[src/rtl/digit_line_decoder.sv]
// digit_line_decoder
//   Accumulates a decimal entry, most-significant digit first, into a
//   binary value and hands the committed result to a consumer through a
//   valid/ready handshake.
//
// Ports
//   Clk         rising-edge clock
//   Reset_n     asynchronous active-low reset
//   Clear       synchronous abort of the current entry (highest priority)
//   DigitValid  DigitIn carries a digit
//   DigitIn     4-bit digit code; codes above 9 are consumed but flag an error
//   DigitReady  a digit can be accepted this cycle (state/count decode only)
//   Commit      end of entry, request the result
//   Value       committed value in DONE, live accumulator otherwise
//   ValueErr    entry contained an invalid digit code
//   DigitCount  digits accepted in the current entry
//   ValueValid  Value/ValueErr/DigitCount hold a committed result
//   ValueReady  consumer accepts the result
module digit_line_decoder #(
    parameter int NUM_DIGIT = 3,
    parameter int VALUE_W   = $clog2(10**NUM_DIGIT)
) (
    input  logic                             Clk,
    input  logic                             Reset_n,
    input  logic                             Clear,
    input  logic                             DigitValid,
    input  logic [3:0]                       DigitIn,
    output logic                             DigitReady,
    input  logic                             Commit,
    output logic [VALUE_W-1:0]               Value,
    output logic                             ValueErr,
    output logic [$clog2(NUM_DIGIT+1)-1:0]   DigitCount,
    output logic                             ValueValid,
    input  logic                             ValueReady
);

    localparam int CNT_W = $clog2(NUM_DIGIT+1);
    localparam logic [CNT_W-1:0]   CNT_MAX = CNT_W'(NUM_DIGIT);
    localparam logic [VALUE_W-1:0] TEN     = VALUE_W'(10);

    typedef enum logic [1:0] {
        IDLE,
        ENTRY,
        DONE
    } state_t;

    state_t             state;
    logic [VALUE_W-1:0] acc;
    logic [CNT_W-1:0]   cnt;
    logic               err;

    logic               xfer;
    logic               digit_ok;
    logic [VALUE_W-1:0] acc_mac;

    assign DigitReady = (state == IDLE) || ((state == ENTRY) && (cnt < CNT_MAX));
    assign xfer       = DigitValid && DigitReady;
    assign digit_ok   = (DigitIn <= 4'd9);
    // Entries are capped at NUM_DIGIT digits, so this never wraps.
    assign acc_mac    = (acc * TEN) + VALUE_W'(DigitIn);

    always_ff @(posedge Clk or negedge Reset_n) begin
        if (!Reset_n) begin
            state <= IDLE;
            acc   <= '0;
            cnt   <= '0;
            err   <= 1'b0;
        end else if (Clear) begin
            state <= IDLE;
            acc   <= '0;
            cnt   <= '0;
            err   <= 1'b0;
        end else begin
            case (state)
                IDLE, ENTRY: begin
                    // A digit arriving with Commit still lands in the result.
                    if (xfer) begin
                        cnt <= cnt + CNT_W'(1);
                        if (digit_ok)
                            acc <= acc_mac;
                        else
                            err <= 1'b1;
                    end
                    if (Commit)
                        state <= DONE;
                    else if (xfer)
                        state <= ENTRY;
                end
                DONE: begin
                    if (ValueReady) begin
                        state <= IDLE;
                        acc   <= '0;
                        cnt   <= '0;
                        err   <= 1'b0;
                    end
                end
                default: state <= IDLE;
            endcase
        end
    end

    assign Value      = acc;
    assign ValueErr   = err;
    assign DigitCount = cnt;
    assign ValueValid = (state == DONE);

endmodule
[config.mk]
export PLATFORM = sky130hd
export DESIGN_NAME = digit_line_decoder
export DESIGN_NICKNAME = d
export VERILOG_FILES = /design/src/rtl/digit_line_decoder.sv
export SDC_FILE = /design/constraint.sdc
export NUM_CORES = 1
export LEC_CHECK = 0
export CAP_MARGIN = 20
export CORE_ASPECT_RATIO = 0.7
export CORE_MARGIN = 2
export CORE_UTILIZATION = 50
export DETAILED_ROUTE_END_ITERATION = 8
export GPL_ROUTABILITY_DRIVEN = 0
export PLACE_DENSITY = 0.79
export REMOVE_ABC_BUFFERS = 1
export SLEW_MARGIN = 15
export SYNTH_ARGS = -nofsm -noshare
export SYNTH_HDL_FRONTEND = slang
export SYNTH_SLANG_ARGS = --single-unit
[constraint.sdc]
create_clock -name Clk -period 3.5 [get_ports Clk]
set_clock_uncertainty 0.15 [all_clocks]
set_input_delay 0.525 -clock Clk [delete_from_list [all_inputs] [get_ports Clk]]
set_output_delay 0.525 -clock Clk [all_outputs]
set_load 0.005 [all_outputs]
==> tab_implementation.tex <==
\begin{tabular}{lr}
\hline
Metric & Value \\
\hline
\multicolumn{2}{l}{\textbf{Power and ir drop}} \\
\quad Cell area power density & 297 nW/um\^{}2 \\
\quad VDD IR max & 0.186 mV \\
\quad Part of the total power dissipated in combinational logic & 29.8\% \\
\quad Sequential cell fraction of total power & 45.8\% \\
\quad Switching fraction of total power & 31.4\% \\
\quad Net load switching power & 133 uW \\
\quad Leak pwr & 0.649 nW \\
\quad Internal power component & 292 uW \\
\quad Total power draw & 425 uW \\
\quad Clock group share of total power & 24.4\% \\
\multicolumn{2}{l}{\textbf{Synthesis}} \\
\quad Number of enable flip-flop cells after synthesis & 0 \\
\quad Number of unique standard cell types used by synthesis & 38 \\
\quad Synth Warn \# & 0 \\
\quad Cell area after synthesis & 1140 sq um \\
\quad Biggest area consumer among synthesized cells & sky130\_fd\_sc\_hd\_\_dfrtp\_1 \\
\quad Top cells by area, synth & sky130\_fd\_sc\_hd\_\_dfrtp\_1 (33\%), sky130\_fd\_sc\_hd\_\_ha\_1 (16\%), sky130\_fd\_sc\_hd\_\_o21ai\_0 (6.2\%), sky130\_fd\_sc\_hd\_\_fa\_1 (3.5\%), sky130\_fd\_sc\_hd\_\_nand2\_1 (3.3\%) \\
\quad Primary flip-flop cell chosen by synthesis mapping & sky130\_fd\_sc\_hd\_\_dfrtp\_1 \\
\quad Portion of synthesized cell area occupied by the leading cell type & 33.0\% \\
\quad Post-synthesis area per instance & 10.1 sq um \\
\quad Top cells by count, synth & sky130\_fd\_sc\_hd\_\_dfrtp\_1 (15), sky130\_fd\_sc\_hd\_\_ha\_1 (15), sky130\_fd\_sc\_hd\_\_o21ai\_0 (14), sky130\_fd\_sc\_hd\_\_nand2\_1 (10), sky130\_fd\_sc\_hd\_\_nor2\_1 (9) \\
\quad Count of mapped cells out of synthesis & 113 \\
\quad Number of synthesized register bits & 15 \\
\quad Async set-or-reset flop fraction in the synthesized netlist & 100\% \\
\quad Fraction of the yosys area taken by sequential cells & 33.0\% \\
\multicolumn{2}{l}{\textbf{Clocking}} \\
\quad Post-CTS repair timing setup buffer count & 0 \\
\quad Hold buffers post-CTS & 0 \\
\quad Post-CTS resize count & 0 \\
\quad Clock tree from TritonCTS & yes \\
\quad Clock Sinks & 15 \\
\quad H-tree lvl count & 1 \\
\quad Clock tree root driver cell & sky130\_fd\_sc\_hd\_\_clkbuf\_4 \\
\quad Reg clk slew, reported paths & 90 ps \\
\quad Number of clock buffers inserted by TritonCTS & 3 \\
\quad Insertion delay to the later sink of the worst-skew pair & 290 ps \\
\quad Buffer levels on the longest clock path & 2 \\
\multicolumn{2}{l}{\textbf{Setup path}} \\
\quad Cell with the largest stage delay on the worst path & sky130\_fd\_sc\_hd\_\_dfrtp\_1 \\
\quad Largest stage delay on the critical path & 450 ps \\
\quad Cell breakdown of the critical path & ha\_1, ha\_1, fa\_1, a211oi\_1, o22ai\_1, nor4b\_4, xnor3\_1, o21ai\_2 \\
\quad Number of buffer and inverter stages on the critical path & 0 \\
\quad Critical path peak fanout & 5 \\
\quad Cell seen most often among critical-path stages & sky130\_fd\_sc\_hd\_\_ha\_1 \\
\quad Arrival time at the worst endpoint & 3120 ps \\
\quad Critical Path RT & 3570 ps \\
\quad Crit end category & flip-flop \\
\quad Nature of the critical path startpoint & flip-flop \\
\quad Worst setup path class & flip-flop to flip-flop \\
\quad Category of cells accounting for the largest share of critical-path delay & adder cells \\
\multicolumn{2}{l}{\textbf{Floorplan}} \\
\quad Row Count & 14 \\
\quad Initial core utilization & 52.8\% \\
\quad Top-Level Pins & 25 \\
\quad Die Outline Area & 2680 sq um \\
\quad Total core area & 2150 sq um \\
\quad Overall die height & 43.9 microns \\
\quad Die Width & 61.0 microns \\
\multicolumn{2}{l}{\textbf{Global route}} \\
\quad Busiest layer in global routing & met2 \\
\quad Maximum number of pins on one net before global-route repair & 16 \\
\quad Number of antenna violations at the first check in global routing & 0 \\
\quad Met2 track utilization from global routing & 36.2\% \\
\quad Grt met3 use & 6.57\% \\
\quad Total gr overflow & 0 \\
\quad First-pass GRT wire length & 4470 microns \\
\quad Total GRT Usage & 23.0\% \\
\quad Met1 usage in global routing & 31.0\% \\
\quad Via count of the first global-routing pass & 969 \\
\multicolumn{2}{l}{\textbf{Finish}} \\
\quad Number of nets at the end of the flow & 167 \\
\quad Share of the core filled with cells & 66.5\% \\
\quad Fraction of layout instances using a drive strength above 1 & 9.35\% \\
\quad Total inserted antenna cells & 0 \\
\quad Area added between synthesis and finish & 25.8\% \\
\multicolumn{2}{l}{\textbf{Route}} \\
\quad Number of antenna-violating nets in the routed design & 0 \\
\quad Vias after detailed routing & 958 \\
\quad DRT iter0 DRCs & 14 \\
\quad Post-Route WL & 2570 microns \\
\quad Vias per Instance & 5.60 \\
\quad First-pass DRT Iterations & 4 \\
\quad Detail-routed net length per standard cell & 15.0 microns \\
\quad Final routed DRC violation total & 0 \\
\multicolumn{2}{l}{\textbf{STA}} \\
\quad Post-route fraction of the period consumed by the critical path & 87.2\% \\
\quad Worst slew margin & 52.0\% \\
\quad Post-layout min period & 3050 ps \\
\quad Timing-limited maximum frequency & 0.328 GHz \\
\quad Final setup violation count & 0 \\
\quad Count of final hold-check violations & 0 \\
\quad Setup repair after global routing missed its margin & no \\
\quad Slew at the pin closest to its max-slew limit & 718 ps \\
\quad Max-slew violation total from the final report & 0 \\
\quad Setup TNS & 0 ps \\
\multicolumn{2}{l}{\textbf{Placed design}} \\
\quad Port-buffer cells & 24 \\
\quad HPWL after detailed placement & 2080 microns \\
\multicolumn{2}{l}{\textbf{Worst hold path}} \\
\quad Hold/Removal Path Class & flip-flop to flip-flop \\
\multicolumn{2}{l}{\textbf{Run status}} \\
\quad Run status & completed \\
\multicolumn{2}{l}{\textbf{Run}} \\
\quad Max-cap violations & 0 \\
\hline
\end{tabular}
## area by class of cell
type / count / area (sq um)
multi-input cells: 91 / 732
well taps: 32 / 40.0
inverters: 5 / 18.8
fillers: 183 / 722
repair buffers: 24 / 240
clock buffers: 4 / 26.3
flip-flops and latches: 15 / 375
## layer usage
layer / part of all wire [%] / routed length, microns
met4: 1.6 / 40
met3: 3.8 / 97
met5: 0 / 0
met1: 49 / 1260
met2: 46 / 1170
## per-stage QoR
stage | hold slack (ps) | instances | area [sq um] | setup slack [ps]
5_1_grt | 397 | 171 | 1430 | 285
6_report | 357 | 171 | 1430 | 448
3_3_place_gp | 326 | 167 | 1410 | 508
2_1_floorplan | 79.4 | 111 | 1130 | 669
3_5_place_dp | 346 | 167 | 1410 | 467
4_1_cts | 366 | 171 | 1430 | 426
## power by group through the flow
stage	sequential, mW	clock [mW]	combinational, mW
finish	0.195	0.104	0.127
global route	0.197	0.113	0.140
CTS	0.195	0.105	0.127
detailed placement	0.198	0	0.126
global placement	0.197	0	0.121
floorplan	0.196	0	0.0705
## worst reg2reg max path: stages, from the launching register on
cell and delay [ps]:
sky130_fd_sc_hd__dfrtp_1 450, sky130_fd_sc_hd__ha_1 330, sky130_fd_sc_hd__ha_1 240, sky130_fd_sc_hd__fa_1 440, sky130_fd_sc_hd__a211oi_1 410, sky130_fd_sc_hd__o22ai_1 200, sky130_fd_sc_hd__nor4b_4 300, sky130_fd_sc_hd__xnor3_1 360
sky130_fd_sc_hd__o21ai_2 110
## flip-flops by register name, indices dropped and copies added (netlist names)
| signal | flops |
|---|---|
| Value | 10 |
| state | 2 |
| ValueErr | 1 |
| DigitCount | 2 |
## path summary, 6_finish.rpt
check                                     startpoint              endpoint  slack (ps)  cells past startpoint
worst min-delay path            Value[9]$_DFFE_PN0P_  Value[9]$_DFFE_PN0P_         360                      2
worst max-delay path            Value[1]$_DFFE_PN0P_  Value[9]$_DFFE_PN0P_         450                      8
min in group asynchronous                    Reset_n  Value[0]$_DFFE_PN0P_         500                      1
worst max register to register  Value[1]$_DFFE_PN0P_  Value[9]$_DFFE_PN0P_         450                      8
worst min register to register  Value[9]$_DFFE_PN0P_  Value[9]$_DFFE_PN0P_         360                      2
max in group asynchronous                    Reset_n  Value[9]$_DFFE_PN0P_        2250                      1
## logic make-up after synthesis
group                      share of synthesized area [%]
buffers and inverters                               2.75
DFF                                                 33.0
and+or+nand+nor                                     14.2
muxes                                               1.87
adders and majority gates                           20.0
xor gates and xnor gates                            8.02
AOI/OAI and AO/OA                                   20.2
## cells in the final DEF, fill, tap and decap left out, types with 2 or more instances in the layout
cell type,Yosys,layout
sky130_fd_sc_hd__clkdlybuf4s50_1,0,24
sky130_fd_sc_hd__dfrtp_1,15,15
sky130_fd_sc_hd__ha_1,15,15
sky130_fd_sc_hd__o21ai_0,14,14
sky130_fd_sc_hd__nand2_1,10,10
sky130_fd_sc_hd__nor2_1,9,9
sky130_fd_sc_hd__inv_1,5,5
sky130_fd_sc_hd__xor2_1,3,3
sky130_fd_sc_hd__xnor2_1,3,3
sky130_fd_sc_hd__clkbuf_4,0,3
sky130_fd_sc_hd__nor2b_1,2,2
sky130_fd_sc_hd__a21oi_1,2,2
sky130_fd_sc_hd__nand3_1,2,2
sky130_fd_sc_hd__a21o_1,2,2
sky130_fd_sc_hd__nand4_1,2,2
sky130_fd_sc_hd__or2_2,2,2
sky130_fd_sc_hd__a22o_1,2,2
sky130_fd_sc_hd__o21bai_1,2,2
sky130_fd_sc_hd__fa_1,2,2
Note: power is estimated with default switching activity, not from simulation.
